[src/rtl/scadere_pkg.sv]
// rtl/scadere_pkg.sv - shared widths, per-stage pipeline record and slice subtract helper
package scadere_pkg;

  localparam int WIDTH  = 32;
  localparam int STAGES = 4;
  localparam int SLICE  = WIDTH / STAGES;

  typedef struct packed {
    logic             valid;
    logic [WIDTH-1:0] a_rem;
    logic [WIDTH-1:0] b_rem;
    logic [WIDTH-1:0] res_acc;
    logic             bin;
  } stage_t;

  // Result bit SLICE is the borrow out of this slice.
  function automatic logic [SLICE:0] slice_sub(
    input logic [SLICE-1:0] a,
    input logic [SLICE-1:0] b,
    input logic             bin
  );
    slice_sub = {1'b0, a} - {1'b0, b} - {{SLICE{1'b0}}, bin};
  endfunction

endpackage

[src/rtl/scadere_stage.sv]
// rtl/scadere_stage.sv - one slice subtract with its elastic pipeline register
module scadere_stage
  import scadere_pkg::*;
#(
  parameter int K = 0
) (
  input  logic   clk,
  input  logic   clr_n,
  input  logic   i_flush,
  input  logic   i_adv,
  input  stage_t i_prev,
  output stage_t o_stage
);

  stage_t           r_q;
  logic [SLICE:0]   w_diff;
  logic [WIDTH-1:0] w_res;
  logic             w_load;

  assign w_diff = slice_sub(i_prev.a_rem[K*SLICE +: SLICE],
                            i_prev.b_rem[K*SLICE +: SLICE],
                            i_prev.bin);

  // Data only moves when a real operation arrives, so bubbles leave the register untouched.
  assign w_load = i_adv && i_prev.valid;

  always_comb begin
    w_res = i_prev.res_acc;
    w_res[K*SLICE +: SLICE] = w_diff[SLICE-1:0];
  end

  always_ff @(posedge clk or negedge clr_n) begin
    if (!clr_n) begin
      r_q <= '0;
    end else begin
      if (i_flush) begin
        r_q.valid <= 1'b0;
      end else if (i_adv) begin
        r_q.valid <= i_prev.valid;
      end
      if (w_load) begin
        r_q.a_rem   <= i_prev.a_rem;
        r_q.b_rem   <= i_prev.b_rem;
        r_q.res_acc <= w_res;
        r_q.bin     <= w_diff[SLICE];
      end
    end
  end

  assign o_stage = r_q;

endmodule

[src/rtl/scadere_pipe.sv]
// rtl/scadere_pipe.sv - pipelined WIDTH-bit subtractor with borrow flag and valid/ready handshake
module scadere_pipe
  import scadere_pkg::*;
(
  input  logic             clk,
  input  logic             clr_n,
  input  logic             flush,
  input  logic             in_valid,
  output logic             in_ready,
  input  logic [WIDTH-1:0] in1,
  input  logic [WIDTH-1:0] in2,
  output logic             out_valid,
  input  logic             out_ready,
  output logic [WIDTH-1:0] out1,
  output logic             borrow
);

  stage_t        w_in;
  stage_t        w_q [STAGES];
  logic [STAGES:0] w_adv;

  always_comb begin
    w_in         = '0;
    w_in.valid   = in_valid;
    w_in.a_rem   = in1;
    w_in.b_rem   = in2;
  end

  // A stage may advance if it is empty or the stage after it advances.
  always_comb begin
    w_adv = '0;
    w_adv[STAGES] = out_ready;
    for (int k = STAGES - 1; k >= 0; k--) begin
      w_adv[k] = !w_q[k].valid || w_adv[k+1];
    end
  end

  for (genvar k = 0; k < STAGES; k++) begin : g_stage
    if (k == 0) begin : g_first
      scadere_stage #(.K(k)) u_stage (
        .clk     (clk),
        .clr_n   (clr_n),
        .i_flush (flush),
        .i_adv   (w_adv[k]),
        .i_prev  (w_in),
        .o_stage (w_q[k])
      );
    end else begin : g_rest
      scadere_stage #(.K(k)) u_stage (
        .clk     (clk),
        .clr_n   (clr_n),
        .i_flush (flush),
        .i_adv   (w_adv[k]),
        .i_prev  (w_q[k-1]),
        .o_stage (w_q[k])
      );
    end
  end

  assign in_ready  = w_adv[0];
  assign out_valid = w_q[STAGES-1].valid;
  assign out1      = w_q[STAGES-1].res_acc;
  assign borrow    = w_q[STAGES-1].bin;

endmodule

[config.mk]
export PLATFORM = sky130hd
export DESIGN_NAME = scadere_pipe
export DESIGN_NICKNAME = d
export VERILOG_FILES = /design/src/rtl/scadere_pkg.sv /design/src/rtl/scadere_stage.sv /design/src/rtl/scadere_pipe.sv
export SDC_FILE = /design/constraint.sdc
export NUM_CORES = 1
export LEC_CHECK = 0
export ABC_CLOCK_PERIOD_IN_PS = 4200
export CAP_MARGIN = 20
export CORE_UTILIZATION = 60
export DETAILED_ROUTE_END_ITERATION = 10
export MAX_ROUTING_LAYER = met4
export PLACE_DENSITY_LB_ADDON = 0.15
export SYNTH_ARGS = -nofsm -noshare
export SYNTH_HDL_FRONTEND = slang
export SYNTH_SLANG_ARGS = --single-unit
export TNS_END_PERCENT = 10
[constraint.sdc]
create_clock -name clk -period 4.2 [get_ports clk]
set_input_delay 1.05 -clock clk [delete_from_list [all_inputs] [get_ports clk]]
set_output_delay 1.05 -clock clk [all_outputs]
set_load 0.01 [all_outputs]
==> impl_summary.log <==
[metrics] most frequent cell after synthesis: sky130_fd_sc_hd__dfrtp_1
[metrics] CTS Hold Buffers Added: 0
[metrics] Min-Delay Startpoint: g_stage[1].g_rest.u_stage.o_stage[10]
[metrics] most numerous cell types in the synthesized netlist: sky130_fd_sc_hd__dfrtp_1, sky130_fd_sc_hd__mux2_2, sky130_fd_sc_hd__inv_1
[metrics] cell with the most instances on the worst path: sky130_fd_sc_hd__clkdlybuf4s50_1
[metrics] CTS tree: built
[metrics] cell chain of the critical path: clkdlybuf4s50_1 -> nor2b_4 -> nand4_4 -> clkdlybuf4s50_1
[metrics] outcome: complete, no violations
[metrics] cell count after synthesis: 696
[metrics] Max clock buf depth: 2
[metrics] clock transition at the register clock pins on the worst setup and hold paths after CTS: 0.06 ns
[metrics] worst hold-check path type: register to register
[metrics] worst voltage drop across the vdd grid: 0.339 mV
[metrics] final routed wirelength across all metal layers: 15.4 mm
[metrics] Critical Path RT: 3.15 ns
[metrics] setup slack of the worst register-to-register path: 1.95 ns
[metrics] Synth area leaders: sky130_fd_sc_hd__dfrtp_1, sky130_fd_sc_hd__mux2_2, sky130_fd_sc_hd__ha_1, sky130_fd_sc_hd__inv_1, sky130_fd_sc_hd__mux2_1
[metrics] count of flip-flops with a built-in enable after synthesis: 0
[metrics] launch point of the worst path: out_ready
[metrics] Routability Congestion: 0.843
[metrics] HPWL after DPL: 10.8 mm
[metrics] Data arrival, critical path: 2.34 ns
[metrics] Die Footprint: 14900 µm²
[metrics] Seq/Total Area, Yosys: 53.1%
[metrics] highest attainable clock frequency: 0.295 GHz
[metrics] number of H-tree levels: 4
[metrics] TritonCTS buffer count: 17
[metrics] Synth Area in XOR/XNOR: 2.63%
[metrics] residual DRC count: 0
[metrics] Post-CTS Repair Setup Buffers: 0
[metrics] via count of the first global-routing pass: 5545
[metrics] Area Overhead vs Synth: 20.9%
[metrics] Max FO, Critical Path: 6
[metrics] Hold WS: 0.484 ns
[metrics] Die Wd: 122 µm
[metrics] total congestion overflow: 0
[metrics] Setup CP Type: primary input to primary output
[metrics] worst path buffer plus inverter count: 2
[metrics] total nets after synthesis: 822
[metrics] initial antenna violation count: 0
[metrics] number of buffers inserted by port buffering: 103
[metrics] Worst-Skew Late Latency: 0.43 ns
[metrics] share of total power in sequential cells: 40.3%
[metrics] Core Area: 14000 µm²
[metrics] CTS Root Cell: sky130_fd_sc_hd__clkbuf_16
[metrics] shortest period the worst path allows: 3.39 ns
[metrics] cell type with the largest total area after synthesis: sky130_fd_sc_hd__dfrtp_1
[metrics] Final TNS setup: 0 ns
[metrics] combinational fraction of design power: 33.0%
[metrics] number of hold violations in the final report: 0
[metrics] Critical-path top delay cell: sky130_fd_sc_hd__clkdlybuf4s50_1
[metrics] final worst-path cycle share: 80.7%
[metrics] internal power of the cells: 4400 µW
[metrics] Switching Fraction: 30.1%
[metrics] most used flip-flop cell after synthesis: sky130_fd_sc_hd__dfrtp_1
[metrics] maximum single-stage delay on the critical path: 0.50 ns
[metrics] setup repair after global routing missed its margin: false
[metrics] final worst-path setup slack: 0.812 ns
[metrics] startpoint class of the critical path: primary input
[metrics] total clock sinks: 184
[metrics] areal power density over the cells: 601 nW/µm²
[metrics] average vias per placed instance: 5.33
[metrics] switching component of the power: 1890 µW
[metrics] diode insertion count for antenna repair: 0
[metrics] Adder-Cell Fraction of Synth Area: 8.84%
[metrics] max-cap viol count: 0
[metrics] Filler Cells Inserted: 955
[metrics] fraction of power consumed by the clock network: 26.7%
[metrics] initial core utilization: 61.9%
[metrics] portion of synthesized cell area occupied by the leading cell type: 53.1%
[metrics] Fin Clk Skew: 0.00507 ns
[metrics] Pre-antenna DRT Iters: 4
[metrics] share of synthesized area spent on multiplexers: 18.8%
[metrics] flip-flop and latch area: 4600 µm²
[metrics] Netlist cell types: 37
[metrics] post-CTS sizing: 0
[metrics] Ys Warns: 0
[metrics] DR iter-0 viols: 215
[metrics] post-placement setup slack: 0.810 ns
[metrics] largest family of logic cells by synthesized area: multiplexers
[metrics] total routing resource utilization after global routing: 23.7%
[metrics] Post-Layout Cell Count: 998
[metrics] routed wire length per instance: 15.5 µm
[metrics] number of setup violations in the final report: 0
[metrics] global-route wire length before repair: 26.1 mm
[metrics] number of top-level design ports: 104
[metrics] standard-cell rows: 43
[metrics] r2r startpoint: g_stage[1].g_rest.u_stage.o_stage[0]
[metrics] number of register bits inferred by synthesis: 184
[metrics] total number of vias: 5319
[metrics] basic-gate share of the synthesized area counting and, or, nand and nor cells: 5.17%
[metrics] netlist area before placement: 8670 µm²
[metrics] Least-Margin Pin Slew: 0.939 ns
[metrics] relative slew slack: 37.2%
[metrics] post-synthesis async set-or-reset flop share: 100%
[metrics] Synth Area in Compound Gates: 5.66%
[metrics] average cell area after synthesis: 12.5 µm²
[metrics] pin count of the biggest net entering global routing: 76
[metrics] remaining antenna violation count: 0
[metrics] Pins Over Slew Limit: 0
[metrics] die height: 122 µm
[metrics] share of layout cells above drive strength 1: 21.1%
[metrics] Critical Path Sink Type: primary output
[metrics] number of nets in the layout: 931
[metrics] static leakage: 0.00486 µW
[metrics] area of the multi-input gates: 3570 µm²
[metrics] Worst path top cell family by delay: buffers and inverters
[metrics] Post-Place Cells: 966
## through the flow
| stage | power (µW) | area (µm²) | utilization (%) |
|---|---|---|---|
| 2_1_floorplan | 3870 | 8670 | - |
| 3_3_place_gp | 4510 | 9840 | 70.4 |
| 3_5_place_dp | 4640 | 9840 | 70.4 |
| 4_1_cts | 6340 | 10500 | 74.9 |
| 5_1_grt | 6730 | 10500 | 74.9 |
| 6_report | 6290 | 10500 | 74.9 |
## sequential cells by signal, summed over array words and instances, names as in the netlist
| name | cells |
|---|---|
| g_stage.g_first.u_stage.o_stage | 58 |
| g_stage.g_rest.u_stage.o_stage | 126 |
## metal layers
layer / share of wire, % / wire [µm] / global-route usage, %
met2: 51 / 7920 / 39.5
met3: 4.0 / 616 / 5.24
met4: 1.9 / 297 / 8.84
met1: 43 / 6610 / 28.0
met5: 0 / 0 / -
## cells in the final DEF (no fill, tap or decap), drive strengths merged, types with 6 or more instances in the layout
cell type and n:
inv 81, dfrtp 184, o21ai 42, clkbuf 20, fa 7, xnor2 12
a21oi 16, nand2 52, buf 11, clkdlybuf4s50 102, nor3 6, xor2 14
mux2 145, o211ai 8, nor2b 6, ha 50, nor2 15
## path summary, 6_finish.rpt
kind                                                          endpoint  cells past startpoint
worst max-delay path                                          in_ready                      4
worst max register to register    g_stage[2].g_rest.u_stage.o_stage[0]                      8
max in group asynchronous       g_stage[0].g_first.u_stage.o_stage[95]                      2
min in group asynchronous        g_stage[2].g_rest.u_stage.o_stage[93]                      1
worst min-delay path             g_stage[1].g_rest.u_stage.o_stage[10]                      2
worst min register to register   g_stage[1].g_rest.u_stage.o_stage[10]                      2
## worst min-delay path: cells and delay by family (launching register included)
kind	cells	cell delay [ns]
flip-flops	1	0.34
AO/OA/AOI/OAI	1	0.06
AND/OR/NAND/NOR	1	0.04
## cell families after synthesis
group / count (synthesis)
AO/OA/AOI/OAI: 85
AND/OR/NAND/NOR: 96
buffers and inverters: 103
XOR/XNOR: 26
multiplexers: 145
adder cells (fa/ha/maj): 57
flip-flops: 184
## cell type report
type	instances	share of cell area (%)
sequential	184	44.0
tap	180	2.15
multi-input combinational	409	34.1
clock buffer	20	4.36
clock inverter	12	1.65
timing repair buffer	113	10.9
inverter	80	2.87
## power groups by stage
stage / Combinational, µW / Sequential (µW) / Clock, µW
finish: 2080 / 2530 / 1680
global route: 2350 / 2600 / 1790
CTS: 2090 / 2540 / 1710
detailed placement: 2070 / 2570 / 0
global placement: 1980 / 2530 / 0
floorplan: 1320 / 2550 / 0
(Power assumes the default switching activity.)
==> patch 1: new RTL, config.mk and constraints unchanged <==
Set the package constant `WIDTH` to 40 (it was 32).
--- a/src/rtl/scadere_pkg.sv
+++ b/src/rtl/scadere_pkg.sv
@@ -3,3 +3,3 @@
 
-  localparam int WIDTH  = 32;
+  localparam int WIDTH  = 40;
   localparam int STAGES = 4;
Interface: changed (resized in1, in2 and out1); port bits go from 104 to 128. The function was not compared with the original's and may differ.
==> patch 1 against the original RTL <==
Synthesized cell count is 54% higher. Cell area is 25% higher. Worst setup slack got worse by 160 ps. Non-clock buffer count rose by 27. Wire length increased by 32%. Total power grew 17%. Synthesized area up 24%. Die area up 23%. Sequential cell count increased by 44. Largest cell class unchanged. Critical endpoint unchanged. Worst hold slack worse by 20 ps. Global-route usage is 0.44 points higher. Via count up 42%.
==> patch 1: results (changes against the original RTL) <==
.. list-table::
   :header-rows: 1

   * - Metric
     - Value
   * - Status
     - complete, no violations
   * - Setup slack, reg-to-reg
     - 1530 ps (-420 ps)
   * - Post CTS Setup Buffer Count
     - 0 (unchanged)
   * - Register area share after synthesis
     - 53.2% (+0.11 points)
   * - Fraction of final layout cells sized beyond drive strength 1
     - 8.63% (-13 points)
   * - Number of flip-flops under the largest register name
     - 156 (+24%)
   * - Number of antenna violations at the first check in global routing
     - 0 (unchanged)
   * - Worst r2r dst
     - g_stage[3].g_rest.u_stage.o_stage[0]$_DFFE_PN0P_
   * - Clock buffer count from CTS
     - 23 (+6)
   * - Commonest register cell after synthesis
     - dfrtp_1
   * - Clk buf depth
     - 3 (+1)
   * - Slowest cell delay on critical path
     - 480 ps (-20 ps)
   * - Placer's final routability congestion estimate
     - 0.897 (+6.4%)
   * - Cells taking the most area after synthesis
     - dfrtp_1, nand2_1, ha_1
   * - Deepest level of the CTS H-tree
     - 1 (-3)
   * - Commonest cells in the synthesized netlist
     - nand2_1, dfrtp_1, inv_1
   * - Count of different cell masters after synthesis
     - 59 (+59%)
   * - Number of nets in the synthesized netlist
     - 1229 (+50%)
   * - Total iterations of the first detailed-routing run
     - 6 (+2)
   * - Reported leakage power
     - 0.00650 uW (+34%)
   * - Yosys warns
     - 0 (unchanged)
   * - DRC marker count from the first detailed-route iteration
     - 394 (+83%)
   * - Maximum number of pins on one net before global-route repair
     - 96 (+26%)
   * - Transition time of the tightest slew-check pin
     - 828 ps (-112 ps)
   * - Instance area at placement
     - 12300 um^2 (+25%)
   * - Worst Path Max Fanout
     - 4 (-2)
   * - Source-to-sink clock delay at the later pin of the worst-skew pair
     - 500 ps (+70 ps)
   * - Overall fraction of global-route tracks in use
     - 24.1% (+0.44 points)
   * - Hold path startpoint
     - g_stage[0].g_first.u_stage.o_stage[5]$_DFFE_PN0P_
   * - Total inserted antenna cells
     - 0 (unchanged)
   * - Wire length of the first global-routing pass
     - 34.5 mm (+32%)
   * - Capture point of the critical path
     - in_ready
   * - NumNets Final
     - 1356 (+46%)
   * - Via Count
     - 7549 (+42%)
   * - Input/output buffers
     - 127 (+23%)
   * - Reg-to-reg startpoint
     - g_stage[2].g_rest.u_stage.o_stage[0]$_DFFE_PN0P_
   * - Setup Skew
     - 13.0 ps (+7.91 ps)
   * - Estimated wirelength of the detail-placed design
     - 14.1 mm (+31%)
   * - Clock root buffer master
     - clkbuf_16
   * - Max IR drop VDD
     - 0.413 mV (+22%)
   * - Cell with the biggest individual delay on the critical path
     - clkdlybuf4s50_1
   * - Final routed wirelength across all metal layers
     - 20.4 mm (+32%)
   * - Data arrival at the endpoint of the critical path
     - 2500 ps (+160 ps)
## patch 1: cell types whose count changed after synthesis, moves of 12 or more
cell and change:
nand2_1 +290, o21ai_0 -28, clkbuf_1 +16, dfrtp_1 +44
o21ai_1 +49, inv_1 +15, mux2_2 -81, ha_1 +12
## patch 1: where the power goes
group	total [uW]	switching [uW]	leakage [uW]	internal, uW
Sequential	3030	294	0.00284	2740
Combinational	2340	1120	0.00329	1210
Clock	2010	810	0.000376	1200
## patch 1: logic make-up (layout without fill, tap and decap cells)
logic type / after synthesis / after routing / share of synthesized area [%]
AND/OR/NAND/NOR: 410 / 410 / 15.6
adder cells (fa/ha/maj): 69 / 69 / 8.55
multiplexers: 75 / 75 / 7.86
buffers and inverters: 134 / 276 / 4.93
XOR/XNOR: 28 / 28 / 2.29
AO/OA/AOI/OAI: 131 / 131 / 7.58
flip-flops: 228 / 228 / 53.2
## patch 1: how the worst min path moves through the flow
stage	end	slack, ps	cells past startpoint
floorplan	g_stage[1].g_rest.u_stage.o_stage[10]$_DFFE_PN0P_	430	2
global placement	g_stage[1].g_rest.u_stage.o_stage[10]$_DFFE_PN0P_	440	2
detailed placement	g_stage[1].g_rest.u_stage.o_stage[5]$_DFFE_PN0P_	450	2
CTS	g_stage[1].g_rest.u_stage.o_stage[5]$_DFFE_PN0P_	460	2
global route	g_stage[1].g_rest.u_stage.o_stage[1]$_DFFE_PN0P_	480	2
finish	g_stage[1].g_rest.u_stage.o_stage[5]$_DFFE_PN0P_	460	2
## patch 1: layout make-up
cell class / instances / area (um^2)
Multi-Input combinational cell: 713 / 4510
Inverter: 96 / 360
Clock buffer: 30 / 642
Fill cell: 1279 / 4310
Tap cell: 225 / 282
Clock inverter: 10 / 108
Timing Repair Buffer: 140 / 1440
Sequential cell: 228 / 5710
## patch 1: metal layers
metal	wire length (um)	global-route usage [%]	vias up	share of wire, %
met5	0	-	-	0
met4	291	5.43	0	1.4
met3	865	3.55	32	4.2
met2	10100	41.0	135	50
met1	9130	30.5	3628	45
li1	-	-	3754	-
## patch 1: per-stage QoR
step | total power (uW) | worst slack (ps) | std cells
global placement | 5320 | 686 | 1402
CTS | 7460 | 661 | 1442
global route | 7860 | 618 | 1442
finish | 7380 | 648 | 1442
floorplan | 4530 | 1680 | 1075
detailed placement | 5420 | 668 | 1402
## patch 1: critical path: cells and delay by family
family	cells	cell delay (ps)
simple gates	2	520
buf+inv	2	920
